**src/rtl/wb_port_arbiter_pkg.sv**
```systemverilog
// Shared register-file constants and types for the WB write-port arbiter.
package wb_port_arbiter_pkg;

  localparam int unsigned REG_ADDR_W = 5;
  localparam int unsigned DATA_W     = 32;

  localparam logic [REG_ADDR_W-1:0] REG_ZERO = 5'd0;
  localparam logic [REG_ADDR_W-1:0] REG_RA   = 5'd31;

  typedef struct packed {
    logic [REG_ADDR_W-1:0] rd;
    logic [DATA_W-1:0]     data;
  } ll_entry_t;

  typedef enum logic [1:0] {
    PORT_IDLE,
    PORT_PIPE,
    PORT_FIFO
  } port_src_e;

endpackage

```
**src/rtl/wb_arb_fifo.sv**
```systemverilog
// Synchronous FIFO buffering LLU results ({rd,data}) until the write port is free.
module wb_arb_fifo
  import wb_port_arbiter_pkg::*;
#(
  parameter int unsigned DEPTH = 2
) (
  input  logic      clk,
  input  logic      reset,
  input  logic      push_i,
  input  ll_entry_t push_entry_i,
  input  logic      pop_i,
  output ll_entry_t head_o,
  output logic      full_o,
  output logic      empty_o
);

  localparam int unsigned AW = $clog2(DEPTH);
  localparam logic [AW:0] PTR_ONE = (AW + 1)'(1);

  // Extra pointer MSB distinguishes full from empty when the indices match.
  logic [AW:0] wr_ptr_q, wr_ptr_d;
  logic [AW:0] rd_ptr_q, rd_ptr_d;
  ll_entry_t   mem_q [DEPTH];

  always_comb begin
    wr_ptr_d = wr_ptr_q;
    rd_ptr_d = rd_ptr_q;
    if (push_i) wr_ptr_d = wr_ptr_q + PTR_ONE;
    if (pop_i)  rd_ptr_d = rd_ptr_q + PTR_ONE;
  end

  always_ff @(posedge clk) begin
    if (reset) begin
      wr_ptr_q <= '0;
      rd_ptr_q <= '0;
    end else begin
      wr_ptr_q <= wr_ptr_d;
      rd_ptr_q <= rd_ptr_d;
    end
  end

  always_ff @(posedge clk) begin
    if (push_i) mem_q[wr_ptr_q[AW-1:0]] <= push_entry_i;
  end

  assign head_o  = mem_q[rd_ptr_q[AW-1:0]];
  assign empty_o = (wr_ptr_q == rd_ptr_q);
  assign full_o  = (wr_ptr_q[AW] != rd_ptr_q[AW]) &&
                   (wr_ptr_q[AW-1:0] == rd_ptr_q[AW-1:0]);

endmodule

```
**src/rtl/wb_port_arbiter.sv**
```systemverilog
// Register-file write-port arbiter: pipeline WB wins, LLU results queue and drain on idle cycles.
// Optional forced drain after starvation is enabled by defining WB_ARB_STARVE_EN.
module wb_port_arbiter
  import wb_port_arbiter_pkg::*;
#(
  parameter int unsigned LL_FIFO_DEPTH = 2,
  parameter int unsigned STARVE_LIMIT  = 8
) (
  input  logic        clk,
  input  logic        reset,
  input  logic        i_wb_we,
  input  logic [4:0]  i_wb_rd,
  input  logic [31:0] i_wb_data,
  input  logic        i_ll_issue,
  input  logic [4:0]  i_ll_issue_rd,
  input  logic        i_ll_valid,
  input  logic [4:0]  i_ll_rd,
  input  logic [31:0] i_ll_data,
  output logic        o_ll_ready,
  input  logic [4:0]  i_rs,
  input  logic [4:0]  i_rt,
  input  logic [4:0]  i_qd,
  output logic        o_hazard,
  output logic        o_pipe_stall,
  output logic        o_rf_we,
  output logic [4:0]  o_rf_wa,
  output logic [31:0] o_rf_wd
);

  if ((LL_FIFO_DEPTH < 2) || ((LL_FIFO_DEPTH & (LL_FIFO_DEPTH - 1)) != 0) || (STARVE_LIMIT == 0))
  begin : g_bad_cfg
    $error("wb_port_arbiter: LL_FIFO_DEPTH must be a power of 2 >= 2 and STARVE_LIMIT > 0");
  end

  logic      fifo_full, fifo_empty;
  logic      push, pop, pipe_win;
  ll_entry_t head;
  port_src_e src;
  logic [31:0] busy_q, busy_d;

  wb_arb_fifo #(.DEPTH(LL_FIFO_DEPTH)) u_fifo (
    .clk          (clk),
    .reset        (reset),
    .push_i       (push),
    .push_entry_i ('{rd: i_ll_rd, data: i_ll_data}),
    .pop_i        (pop),
    .head_o       (head),
    .full_o       (fifo_full),
    .empty_o      (fifo_empty)
  );

  assign o_ll_ready = ~reset & ~fifo_full;
  assign push       = i_ll_valid & o_ll_ready;
  assign pipe_win   = i_wb_we & (i_wb_rd != REG_ZERO) & ~o_pipe_stall;

`ifdef WB_ARB_STARVE_EN
  localparam int unsigned CW = $clog2(STARVE_LIMIT + 1);
  localparam logic [CW-1:0] LIMIT   = CW'(STARVE_LIMIT);
  localparam logic [CW-1:0] CNT_ONE = CW'(1);

  logic [CW-1:0] starve_q, starve_d;

  // Saturates at LIMIT; the forced pop on that cycle clears it.
  always_comb begin
    starve_d = starve_q;
    if (pop)
      starve_d = '0;
    else if (!fifo_empty && pipe_win && (starve_q != LIMIT))
      starve_d = starve_q + CNT_ONE;
  end

  always_ff @(posedge clk) begin
    if (reset) starve_q <= '0;
    else       starve_q <= starve_d;
  end

  assign o_pipe_stall = ~reset & (starve_q == LIMIT);
`else
  assign o_pipe_stall = 1'b0;
`endif

  always_comb begin
    src = PORT_IDLE;
    if (pipe_win)         src = PORT_PIPE;
    else if (!fifo_empty) src = PORT_FIFO;
  end

  assign pop = ~reset & (src == PORT_FIFO);

  always_comb begin
    o_rf_we = 1'b0;
    o_rf_wa = '0;
    o_rf_wd = '0;
    if (!reset) begin
      unique case (src)
        PORT_PIPE: begin
          o_rf_we = 1'b1;
          o_rf_wa = i_wb_rd;
          o_rf_wd = i_wb_data;
        end
        PORT_FIFO: begin
          o_rf_we = (head.rd != REG_ZERO);
          o_rf_wa = head.rd;
          o_rf_wd = head.data;
        end
        default: ;
      endcase
    end
  end

  // Clear applied before set so a same-register issue on the drain cycle keeps the bit.
  always_comb begin
    busy_d = busy_q;
    if (pop && (head.rd != REG_ZERO))
      busy_d[head.rd] = 1'b0;
    if (i_ll_issue && (i_ll_issue_rd != REG_ZERO))
      busy_d[i_ll_issue_rd] = 1'b1;
    busy_d[0] = 1'b0;
  end

  always_ff @(posedge clk) begin
    if (reset) busy_q <= '0;
    else       busy_q <= busy_d;
  end

  assign o_hazard = ~reset & (busy_q[i_rs] | busy_q[i_rt] | busy_q[i_qd]);

endmodule
```
**config.mk**
```make
export PLATFORM = sky130hd
export DESIGN_NAME = wb_port_arbiter
export DESIGN_NICKNAME = d
export VERILOG_FILES = /design/src/rtl/wb_port_arbiter_pkg.sv /design/src/rtl/wb_arb_fifo.sv /design/src/rtl/wb_port_arbiter.sv
export SDC_FILE = /design/constraint.sdc
export NUM_CORES = 1
export LEC_CHECK = 0
export ABC_AREA = 1
export BUFFER_PORTS_ARGS = -buffer_cell sky130_fd_sc_hd__buf_2
export CORE_MARGIN = 3
export CORE_UTILIZATION = 40
export DETAILED_ROUTE_END_ITERATION = 12
export GPL_ROUTABILITY_DRIVEN = 0
export HOLD_SLACK_MARGIN = 0.03
export RECOVER_POWER = 100
export REMOVE_ABC_BUFFERS = 1
export SETUP_SLACK_MARGIN = 0.1
export SLEW_MARGIN = 5
export SYNTH_ARGS = -nofsm -noshare
export SYNTH_HDL_FRONTEND = slang
export SYNTH_SLANG_ARGS = --single-unit
```
**constraint.sdc**
```tcl
create_clock -name clk -period 4.01 [get_ports clk]
set_input_delay 0.6015 -clock clk [delete_from_list [all_inputs] [get_ports clk]]
set_output_delay 0.6015 -clock clk [all_outputs]
set_load 0.02 [all_outputs]
```
==> flow_metrics.env <==
export IMPL_status="complete, but fails checks"
export IMPL_violations="capacitance limit, slew limit"
export IMPL_hold_viol=0
export IMPL_wl_met3_mm=1.103
export IMPL_crit_end="o_rf_we"
export IMPL_ys_warn_count=0
export IMPL_setup_viol=0
export IMPL_synth_area_leaders="edfxtp_1 37%, nand2_1 18%, dfxtp_1 12%"
export IMPL_yosysMostFrequentCell="nand2_1"
export IMPL_h_tree_depth=3
export IMPL_worstSetupEndpointType="output port"
export IMPL_dp_slack_ps=987.3
export IMPL_grt_use_total_pct=19.82
export IMPL_p_int_mw=1.938
export IMPL_syn_to_final_growth_pct=15.82
export IMPL_fin_ws_ps=718.4
export IMPL_critPathMostFrequentCell="inv_1"
export IMPL_grt_pass1_vias=5137
export IMPL_syn_avg_cell_area_um2=7.959
export IMPL_layout_min_cycle_time_ps=3292
export IMPL_tightest_slew_ps=2217
export IMPL_slew_viol_final=72
export IMPL_maxCapViolCount=2
export IMPL_cts_hold_buf=0
export IMPL_synth_edf_count=74
export IMPL_rsz0062_at_grt="false"
export IMPL_drc=0
export IMPL_worst_setup_path_type="register to output port"
export IMPL_dp_cells=1053
export IMPL_cp_depth=9
export IMPL_dpl_hpwl_mm=11.91
export IMPL_antenna_found_initial=2
export IMPL_critPathRequiredTime_ps=3410
export IMPL_detail_route_iter0_violations=400
export IMPL_max_slew_margin_rel_pct=-47.83
export IMPL_synth_top_flop_cell="edfxtp_1"
export IMPL_grt_pass1_wl_mm=26.02
export IMPL_fmax_mhz=303.8
export IMPL_start_util_pct=41.37
export IMPL_critPathArrivalTime_ps=2690
export IMPL_setup_tns_final_ps=0
export IMPL_p_seq_share_pct=47.2
export IMPL_cts_made_buffers=9
export IMPL_rrSetupSlack_ps=810
export IMPL_fin_hold_ws_ps=436.1
export IMPL_routedWlPerCell_um=15.15
export IMPL_cp_max_fo=24
export IMPL_row_count=44
export IMPL_dieHeight_um=129.3
export IMPL_worstPathCellList="inv_1, or2_0, o21ai_2, inv_1, nor2_8, nand2_2, nand3_1, nand2_1, buf_2"
export IMPL_ios=140
export IMPL_avgViaCountPerCell=5.115
export IMPL_swShare_pct=27.97
export IMPL_cp_top_family="buffers and inverters"
export IMPL_core_area_um2=14700
export IMPL_r2r_cells=5
export IMPL_synth_seq_cells=110
export IMPL_finalCritPeriodShare_pct=82.08
export IMPL_die_width_um=129.3
export IMPL_instances_no_fill=1071
export IMPL_p_per_area_nw_per_um2=382.1
export IMPL_synth_async_reset_ratio_pct=0
export IMPL_crit_slowest_cell="dfxtp_1"
export IMPL_hold_class="primary input to register"
export IMPL_wl_met2_mm=7.333
export IMPL_max_stage_delay_ps=640
export IMPL_nets=979
export IMPL_r2r_start="u_fifo.rd_ptr_q[0]"
export IMPL_grt_ovfl_total=0
export IMPL_crit_buf_inv=3
export IMPL_grt_max_degree=40
export IMPL_synth_area_um2=6081
export IMPL_cts_repair_resized=0
export IMPL_clockBufferDepth=2
export IMPL_synth_area_leader_cell="edfxtp_1"
export IMPL_drive_above_1_share_pct=16.61
export IMPL_port_buffers=138
export IMPL_clkPwrFrac_pct=35.3
export IMPL_synth_top_cell_area_share_pct=36.54
export IMPL_n_fill_cell=1541
export IMPL_p_comb_share_pct=17.5
export IMPL_final_antenna_net_count=0
export IMPL_wl_met1_mm=7.504
export IMPL_postLayoutCoreUtil_pct=47.91
export IMPL_power_total_mw=2.691
export IMPL_cts_tree="done"
export IMPL_design_area_um2=7043
export IMPL_post_cts_buffers=0
export IMPL_syn_inst=764
export IMPL_vias=5478
export IMPL_max_vdd_ir_drop_mv=0.2086
export IMPL_clock_latency_ps=350
export IMPL_firstDrtPassIters=5
export IMPL_dieArea_um2=16720
export IMPL_synth_distinct_cells=38
export IMPL_reg2reg_to="u_fifo.mem_q[0][10]"
export IMPL_synth_seq_area_share_pct=48.40
export IMPL_placed_area_um2=6854
export IMPL_routed_top_layer="met5"
export IMPL_cp_start_kind="register"
export IMPL_finalWirelength_mm=16.22
export IMPL_power_switching_mw=0.7529
export IMPL_p_leak_nw=2.728
export IMPL_clk_pin_slew_ps=70
export IMPL_ys_top_cells_by_count="284 x nand2_1, 113 x nand3_1, 74 x edfxtp_1, 56 x inv_1, 39 x a21oi_1"
export IMPL_fin_skew_ps=9.424
export IMPL_root_buffer="clkbuf_16"
export IMPL_cts_sinks=110
==> worst reg2reg max path, stage by stage, from the launching register on <==
cell	delay, ps
dfxtp_1	410
xnor2_1	110
a21oi_1	240
nand2_1	110
nor2_1	480
clkbuf_1	1410
==> sequential cells by signal, summed over array words and instances, names as in the netlist, named ones only <==
register         flops
u_fifo.mem_q        74
busy_q              31
u_fifo.wr_ptr_q      2
u_fifo.rd_ptr_q      2
==> power by group through the flow <==
stage               Sequential (mW)  Combinational (mW)  Clock [mW]
finish                         1.27               0.471       0.950
global route                   1.27               0.527        1.02
CTS                            1.27               0.493       0.965
detailed placement             1.30               0.491           0
global placement               1.30               0.490           0
floorplan                      1.30               0.282           0
==> cell families (layout without fill, tap and decap cells) <==
family | after synthesis | in the layout | synth area share (%)
buffers and inverters | 100 | 221 | 7.057
AOI/OAI and AO/OA | 104 | 104 | 11.60
other | 1 | 3 | 0.06167
muxes | 13 | 13 | 2.140
xor gates and xnor gates | 2 | 2 | 0.2881
DFF | 110 | 110 | 48.40
and+or+nand+nor | 434 | 434 | 30.45
==> cells in the final DEF (no fill, tap or decap), drive strengths merged, types with 5 or more instances in the layout <==
cell type / count
nand2: 287
nand3: 113
buf: 92
edfxtp: 74
inv: 62
clkbuf: 60
a21oi: 59
o21ai: 42
dfxtp: 36
nor2: 20
mux2i: 13
or2: 5
==> area by class of cell <==
| type | count | area (um2) | area share [%] |
|---|---|---|---|
| Tap cell | 184 | 230.2 | 3.269 |
| Multi-Input combinational cell | 554 | 2648 | 37.59 |
| Clock buffer | 9 | 225.2 | 3.198 |
| Clock inverter | 7 | 97.59 | 1.386 |
| Inverter | 62 | 235.2 | 3.340 |
| Timing Repair Buffer | 143 | 659.4 | 9.362 |
| Antenna cell | 2 | 5.005 | 0.07106 |
| Sequential cell | 110 | 2943 | 41.78 |
==> layer usage <==
layer	up-vias	global-route usage (%)
li1	2763	-
met3	20	4.122
met2	193	31.52
met5	-	0
met1	2498	27.57
met4	4	5.559
==> worst min path at each step <==
stage                                endpoint          startpoint  depth (start not counted)  slack (ps)
after floorplan                     busy_q[2]           busy_q[2]                          2         450
after global placement     u_fifo.rd_ptr_q[1]  u_fifo.rd_ptr_q[1]                          2         470
after detailed placement   u_fifo.rd_ptr_q[1]  u_fifo.rd_ptr_q[1]                          2         470
after CTS                 u_fifo.mem_q[0][16]       i_ll_data[16]                          1         430
after global routing      u_fifo.mem_q[1][29]       i_ll_data[29]                          1         420
final                     u_fifo.mem_q[0][16]       i_ll_data[16]                          1         440
Note: power is estimated with default switching activity, not from simulation.
